## src/rtl/pipe_stage_regs.sv

```systemverilog
// -----------------------------------------------------------------------------
// pipe_stage_regs
//   PC, IF/ID, ID/EX and EX/MEM registers of the 5-stage core. Applies the
//   hazard unit's stall request and the Decode-stage jump decision:
//     rst > jump (flush) > wb_pc_f_hazard (stall) > advance.
//   Execute bubbles carry all-zero fields so rd_E/rd_M never alias x1..x31.
//
//   Optional build macro: PIPE_PERF_CNT_EN
//     defined   -> stall_cnt / flush_cnt saturating event counters exist.
//     undefined -> counter ports and logic are absent.
//
//   Reset is synchronous, active-high, sampled on the rising edge of clk.
// -----------------------------------------------------------------------------
module pipe_stage_regs #(
  parameter int unsigned      XLEN      = 32,
  parameter logic [XLEN-1:0]  RESET_PC  = '0,
  parameter logic [31:0]      NOP_INSTR = 32'h0000_0013
) (
  input  logic            clk,
  input  logic            rst,

  // Hazard unit / Decode decisions
  input  logic            wb_pc_f_hazard,
  input  logic            jump,
  input  logic [XLEN-1:0] jump_target,

  // Fetch data and decoded fields of the instruction held in IF/ID
  input  logic [31:0]     imem_rdata,
  input  logic [4:0]      rd_D,
  input  logic [4:0]      rs1_D,
  input  logic [4:0]      rs2_D,
  input  logic [1:0]      mem_command_D,
  input  logic            reg_write_D,

  // Fetch
  output logic [XLEN-1:0] pc_F,

  // IF/ID
  output logic [31:0]     instr_D,
  output logic [XLEN-1:0] pc_D,
  output logic            valid_D,

  // ID/EX
  output logic [4:0]      rd_E,
  output logic [4:0]      rs1_E,
  output logic [4:0]      rs2_E,
  output logic [1:0]      mem_command_E,
  output logic            reg_write_E,
  output logic            valid_E,

  // EX/MEM
  output logic [4:0]      rd_M,
  output logic [1:0]      mem_command_M,
  output logic            reg_write_M,
  output logic            valid_M
`ifdef PIPE_PERF_CNT_EN
  ,
  output logic [31:0]     stall_cnt,
  output logic [31:0]     flush_cnt
`endif
);

  // ---------------------------------------------------------------------------
  // Types
  // ---------------------------------------------------------------------------
  // One pipeline-wide action per cycle; encodes the priority chain once so the
  // per-register logic below only has to look at a single selector.
  typedef enum logic [1:0] {
    ACT_ADVANCE = 2'd0,
    ACT_STALL   = 2'd1,
    ACT_FLUSH   = 2'd2,
    ACT_RESET   = 2'd3
  } pipe_act_e;

  typedef struct packed {
    logic [4:0] rd;
    logic [4:0] rs1;
    logic [4:0] rs2;
    logic [1:0] mem_command;
    logic       reg_write;
    logic       valid;
  } id_ex_t;

  typedef struct packed {
    logic [4:0] rd;
    logic [1:0] mem_command;
    logic       reg_write;
    logic       valid;
  } ex_mem_t;

  localparam logic [XLEN-1:0] PC_STEP = XLEN'(4);

  // ---------------------------------------------------------------------------
  // Registers and next-state wires
  // ---------------------------------------------------------------------------
  logic [XLEN-1:0] r_pc_f;
  logic [31:0]     r_instr_d;
  logic [XLEN-1:0] r_pc_d;
  logic            r_valid_d;
  id_ex_t          r_id_ex;
  ex_mem_t         r_ex_mem;

  pipe_act_e       w_act;
  logic [XLEN-1:0] w_pc_next;
  logic [31:0]     w_instr_d_next;
  logic [XLEN-1:0] w_pc_d_next;
  logic            w_valid_d_next;
  id_ex_t          w_id_ex_next;
  ex_mem_t         w_ex_mem_next;

  // Resolve the per-cycle action from reset, jump and hazard in priority order.
  // NOTE: every always_comb output gets a default on entry; a path that leaves
  // a variable unassigned would otherwise infer a latch.
  always_comb begin
    w_act = ACT_ADVANCE;
    if (rst) begin
      w_act = ACT_RESET;
    end else if (jump) begin
      w_act = ACT_FLUSH;
    end else if (wb_pc_f_hazard) begin
      w_act = ACT_STALL;
    end
  end

  // ---------------------------------------------------------------------------
  // Fetch PC
  // ---------------------------------------------------------------------------
  // Next fetch address: redirect on jump, hold on stall, else sequential (wraps).
  always_comb begin
    w_pc_next = r_pc_f;
    case (w_act)
      ACT_RESET:   w_pc_next = RESET_PC;
      ACT_FLUSH:   w_pc_next = jump_target;
      ACT_STALL:   w_pc_next = r_pc_f;
      ACT_ADVANCE: w_pc_next = r_pc_f + PC_STEP;
      default:     w_pc_next = r_pc_f;
    endcase
  end

  // PC register.
  // NOTE: sequential state uses non-blocking assignments so every register
  // samples pre-edge values, independent of block evaluation order.
  always_ff @(posedge clk) begin
    r_pc_f <= w_pc_next;
  end

  // ---------------------------------------------------------------------------
  // IF/ID
  // ---------------------------------------------------------------------------
  // Flush replaces the fetched word with a NOP but keeps pc_D; stall holds all.
  always_comb begin
    w_instr_d_next = r_instr_d;
    w_pc_d_next    = r_pc_d;
    w_valid_d_next = r_valid_d;
    case (w_act)
      ACT_RESET: begin
        w_instr_d_next = NOP_INSTR;
        w_pc_d_next    = '0;
        w_valid_d_next = 1'b0;
      end
      ACT_FLUSH: begin
        w_instr_d_next = NOP_INSTR;
        w_valid_d_next = 1'b0;
      end
      ACT_ADVANCE: begin
        w_instr_d_next = imem_rdata;
        w_pc_d_next    = r_pc_f;
        w_valid_d_next = 1'b1;
      end
      default: ; // ACT_STALL: hold
    endcase
  end

  // IF/ID register.
  always_ff @(posedge clk) begin
    r_instr_d <= w_instr_d_next;
    r_pc_d    <= w_pc_d_next;
    r_valid_d <= w_valid_d_next;
  end

  // ---------------------------------------------------------------------------
  // ID/EX
  // ---------------------------------------------------------------------------
  // Load Decode fields only when advancing a valid slot; anything else is an
  // all-zero bubble so downstream hazard checks never see a stale rd.
  always_comb begin
    w_id_ex_next = '0;
    if ((w_act == ACT_ADVANCE) && r_valid_d) begin
      w_id_ex_next.rd          = rd_D;
      w_id_ex_next.rs1         = rs1_D;
      w_id_ex_next.rs2         = rs2_D;
      w_id_ex_next.mem_command = mem_command_D;
      w_id_ex_next.reg_write   = reg_write_D;
      w_id_ex_next.valid       = 1'b1;
    end
  end

  // ID/EX register.
  always_ff @(posedge clk) begin
    r_id_ex <= w_id_ex_next;
  end

  // ---------------------------------------------------------------------------
  // EX/MEM
  // ---------------------------------------------------------------------------
  // Execute always drains into Memory; only reset clears it.
  always_comb begin
    w_ex_mem_next = '0;
    if (w_act != ACT_RESET) begin
      w_ex_mem_next.rd          = r_id_ex.rd;
      w_ex_mem_next.mem_command = r_id_ex.mem_command;
      w_ex_mem_next.reg_write   = r_id_ex.reg_write;
      w_ex_mem_next.valid       = r_id_ex.valid;
    end
  end

  // EX/MEM register.
  always_ff @(posedge clk) begin
    r_ex_mem <= w_ex_mem_next;
  end

  // ---------------------------------------------------------------------------
  // Optional performance counters
  // ---------------------------------------------------------------------------
`ifdef PIPE_PERF_CNT_EN
  logic [31:0] r_stall_cnt;
  logic [31:0] r_flush_cnt;
  logic        w_stall_evt;
  logic        w_flush_evt;

  // A stall only counts when it actually took effect (jump did not override it).
  assign w_stall_evt = (w_act == ACT_STALL);
  assign w_flush_evt = (w_act == ACT_FLUSH);

  // Saturating event counters, cleared by reset.
  always_ff @(posedge clk) begin
    if (rst) begin
      r_stall_cnt <= '0;
      r_flush_cnt <= '0;
    end else begin
      if (w_stall_evt && (r_stall_cnt != 32'hFFFF_FFFF)) begin
        r_stall_cnt <= r_stall_cnt + 32'd1;
      end
      if (w_flush_evt && (r_flush_cnt != 32'hFFFF_FFFF)) begin
        r_flush_cnt <= r_flush_cnt + 32'd1;
      end
    end
  end

  assign stall_cnt = r_stall_cnt;
  assign flush_cnt = r_flush_cnt;
`endif

  // ---------------------------------------------------------------------------
  // Outputs (registered only; no input-to-output combinational path)
  // ---------------------------------------------------------------------------
  assign pc_F          = r_pc_f;
  assign instr_D       = r_instr_d;
  assign pc_D          = r_pc_d;
  assign valid_D       = r_valid_d;

  assign rd_E          = r_id_ex.rd;
  assign rs1_E         = r_id_ex.rs1;
  assign rs2_E         = r_id_ex.rs2;
  assign mem_command_E = r_id_ex.mem_command;
  assign reg_write_E   = r_id_ex.reg_write;
  assign valid_E       = r_id_ex.valid;

  assign rd_M          = r_ex_mem.rd;
  assign mem_command_M = r_ex_mem.mem_command;
  assign reg_write_M   = r_ex_mem.reg_write;
  assign valid_M       = r_ex_mem.valid;

endmodule

```

## config.mk

```make
export PLATFORM = sky130hd
export DESIGN_NAME = pipe_stage_regs
export DESIGN_NICKNAME = d
export VERILOG_FILES = /design/src/rtl/pipe_stage_regs.sv
export SDC_FILE = /design/constraint.sdc
export NUM_CORES = 1
export LEC_CHECK = 0
export ABC_AREA = 1
export BUFFER_PORTS_ARGS = -buffer_cell sky130_fd_sc_hd__buf_2
export CAP_MARGIN = 30
export CORE_MARGIN = 3
export CORE_UTILIZATION = 26
export CTS_CLUSTER_SIZE = 40
export DETAILED_ROUTE_END_ITERATION = 8
export SYNTH_ARGS = -nofsm -noshare
export SYNTH_HDL_FRONTEND = slang
export SYNTH_SLANG_ARGS = --single-unit
```

## constraint.sdc

```tcl
create_clock -name clk -period 6.8 [get_ports clk]
set_clock_uncertainty 0.15 [all_clocks]
set_input_delay 0.34 -clock clk [delete_from_list [all_inputs] [get_ports clk]]
set_output_delay 0.34 -clock clk [all_outputs]
set_load 0.05 [all_outputs]
```

==> out/qor.yml <==
finish:
  num_antenna_cells: 0
  nFillCells: 2175
  ff_latch_area_um2: 3470
  fin_util_pct: 36.7
  multi_input_area_um2: 1570
  drive_above_1_share_pct: 30.6
  final_area_um2: 7770
  fin_cells: 1157
  final_nets: 961
  synthToLayoutAreaGrowth_pct: 38.2
power_and_ir_drop:
  switching_share_pct: 30.3
  p_leak_uw: 0.00412
  powerDensity_nw_per_um2: 271
  p_comb_share_pct: 14.3
  p_clk_share_pct: 42.8
  intPower_uw: 1470
  seqPwrFrac_pct: 42.9
  vdd_drop_max_v: 0.000155
  net-switching-power_uw: 638
critical_path:
  cp_data_arrival_time_ns: 2.46
  reg2reg_from: "pc_F[2]$_DFFE_PP_"
  required_ns: 6.98
  cp-start-kind: "primary input"
  worstRegToRegCells: 8
  r2r_slack_ns: 4.88
  worstSetupEndpointType: "flop"
  worstPathMaxFanout: 64
  crit_type: "primary input to flop"
  r2r_end: "pc_F[28]$_DFFE_PP_"
logic_synthesis:
  synth.top_cell.area_share_pct: 51.8
  avgSynthCellArea_um2: 8.92
  ys_seq_area_share_pct: 61.8
  synthTopCellsByArea: "edfxtp_1 (52%), nand2_1 (13%), dfxtp_1 (10%)"
  syn_nets: 722
  syn_area_um2: 5620
  syn-instance-count: 630
  synth_cell_type_count: 27
  synth_top_cell_by_area: "edfxtp_1"
  synth_warnings: 0
  ys_ff_latch: 125
floorplanning:
  die_width_um: 153
  fp.coreArea_um2: 21200
  num_rows: 53
  num_io_pins: 211
  design.die.area_um2: 23400
  die_h_um: 153
  start_util_pct: 26.6
timing:
  slew_headroom_pct: 44.8
  setup-violations-final: 0
  slew_viol_final: 0
  max_slew.worst_pin.slew_ns: 0.827
  setup_tns_ns: 0
  final_hold_viol_count: 0
  fin_crit_sh_pct: 33.5
  finalCriticalPeriod_ns: 2.28
  rsz0062_at_grt: "false"
  max_freq_ghz: 0.439
clocking:
  clockBufferDepth: 2
  cts_tree: "yes"
  cts_buffers: 17
  postCtsHoldBufs: 20
  postCtsSetupRepairBufs: 0
  cts_resized: 0
  htree_levels: 4
  clk_pin_slew_ns: 0.06
  insertion_delay_ns: 0.42
  cts_root_buffer: "clkbuf_16"
  cts_sinks: 125
place:
  port_buffers: 210
  dp_hpwl_mm: 11.4
  placed_cells: 1105
  gp_congestion: 0.882
  place_area_um2: 6980
grt:
  grt_pass1_wl_mm: 24.3
  grt_max_degree: 65
  antenna_found_initial: 4
  grt_use_total_pct: 13.3
  gr-total-overflow: 0
  grt_pass1_vias: 4589
routing:
  wirelength_mm: 15.5
  detail_route.wl_per_cell_um: 13.4
  drt-initial-drc-count: 225
  drc: 0
  ant_nets: 0
  route.vias.total: 4664
  dr.pass1.iters: 4
  via_per_inst: 4.03
run:
  maxCapViolCount: 0
worst_hold_path:
  holdPathStages: 3
  hold_start: "imem_rdata[6]"
  hold_path.class: "primary input to flop"
  min_to: "instr_D[6]$_SDFFCE_PP0P_"
run_status:
  outcome: "completed"
[cell families after synthesis]
kind of cell | count (synthesis) | share of synthesized area [%]
buffers and inverters | 149 | 10.4
and+or+nand+nor | 321 | 23.4
xor gates and xnor gates | 1 | 0.156
DFF | 125 | 61.8
adders and majority gates | 6 | 1.34
AOI/OAI and AO/OA | 28 | 2.98
[layout make-up]
| class | instances | area share [%] |
|---|---|---|
| flip-flops and latches | 125 | 44.7 |
| well taps | 275 | 4.43 |
| clock buffers | 19 | 6.12 |
| clock inverters | 13 | 1.43 |
| repair buffers | 234 | 16.6 |
| multi-input cells | 356 | 20.2 |
| inverters | 135 | 6.52 |
[worst max-delay path by stage]
stage	startpoint	slack [ns]	to
after floorplan	jump	4.12	instr_D[0]$_SDFFCE_PP1P_
after global placement	rst	4.16	rs2_E[0]$_SDFF_PN0_
after detailed placement	rst	4.07	rs2_E[2]$_SDFF_PN0_
after CTS	rst	4.52	rs2_E[2]$_SDFF_PN0_
after global routing	rst	4.25	reg_write_E$_SDFF_PN0_
final	rst	4.52	rs1_E[1]$_SDFF_PN0_
[power groups by stage]
stage	clock network, uW	logic (uW)	registers [uW]
final	901	300	903
after global placement	0	292	919
after detailed placement	0	295	920
after global routing	961	318	910
after CTS	932	304	904
after floorplan	0	46.0	1070
[through the flow]
| step | worst slack, ns | power, uW | hold WS, ns |
|---|---|---|---|
| floorplan | 4.12 | 1120 | 0.302 |
| global route | 4.25 | 2190 | 0.0160 |
| detailed placement | 4.07 | 1210 | 0.259 |
| CTS | 4.52 | 2140 | 0.000853 |
| finish | 4.52 | 2100 | 0.0256 |
| global placement | 4.16 | 1210 | 0.255 |
[synth_stat cells, drive strengths merged]
library cell / n
o211ai: 3
clkbuf: 8
buf: 6
nand3: 28
o21ai: 16
and2: 1
inv: 135
nand2: 203
nor2: 85
o21bai: 2
a21oi: 6
edfxtp: 97
xnor2: 1
dfxtp: 28
a22o: 1
ha: 6
or2: 4
[cells in the final DEF (no fill, tap or decap), types with 7 or more instances in the layout]
| master | count |
|---|---|
| o21ai_0 | 15 |
| buf_2 | 210 |
| clkbuf_16 | 19 |
| nor2_2 | 7 |
| dlygate4sd3_1 | 20 |
| edfxtp_1 | 97 |
| nor2_1 | 76 |
| nand2_1 | 198 |
| nand3_1 | 26 |
| dfxtp_1 | 28 |
| inv_1 | 133 |
[critical path: stages]
cell and delay [ns]:
buf_2 0.13, nor2_1 0.31, ha_2 0.30, buf_4 0.56, nand2_1 0.58, nor2_1 0.23
[registers in the layout (all words and copies together), names as in the netlist, 2 cells and up]
name	flops
mem_command_E	2
pc_D	32
pc_F	32
mem_command_M	2
rs1_E	5
instr_D	32
rs2_E	5
rd_E	5
rd_M	5
[layer usage]
metal	global-route usage, %	part of all wire [%]	vias up	wire length [um]
met5	0	0.34	-	52
met4	4.75	1.2	8	190
met3	5.41	8.5	20	1310
met2	22.3	49	161	7570
met1	15.4	41	2070	6350
li1	-	-	2405	-
Power figures use the tool's default switching activity.
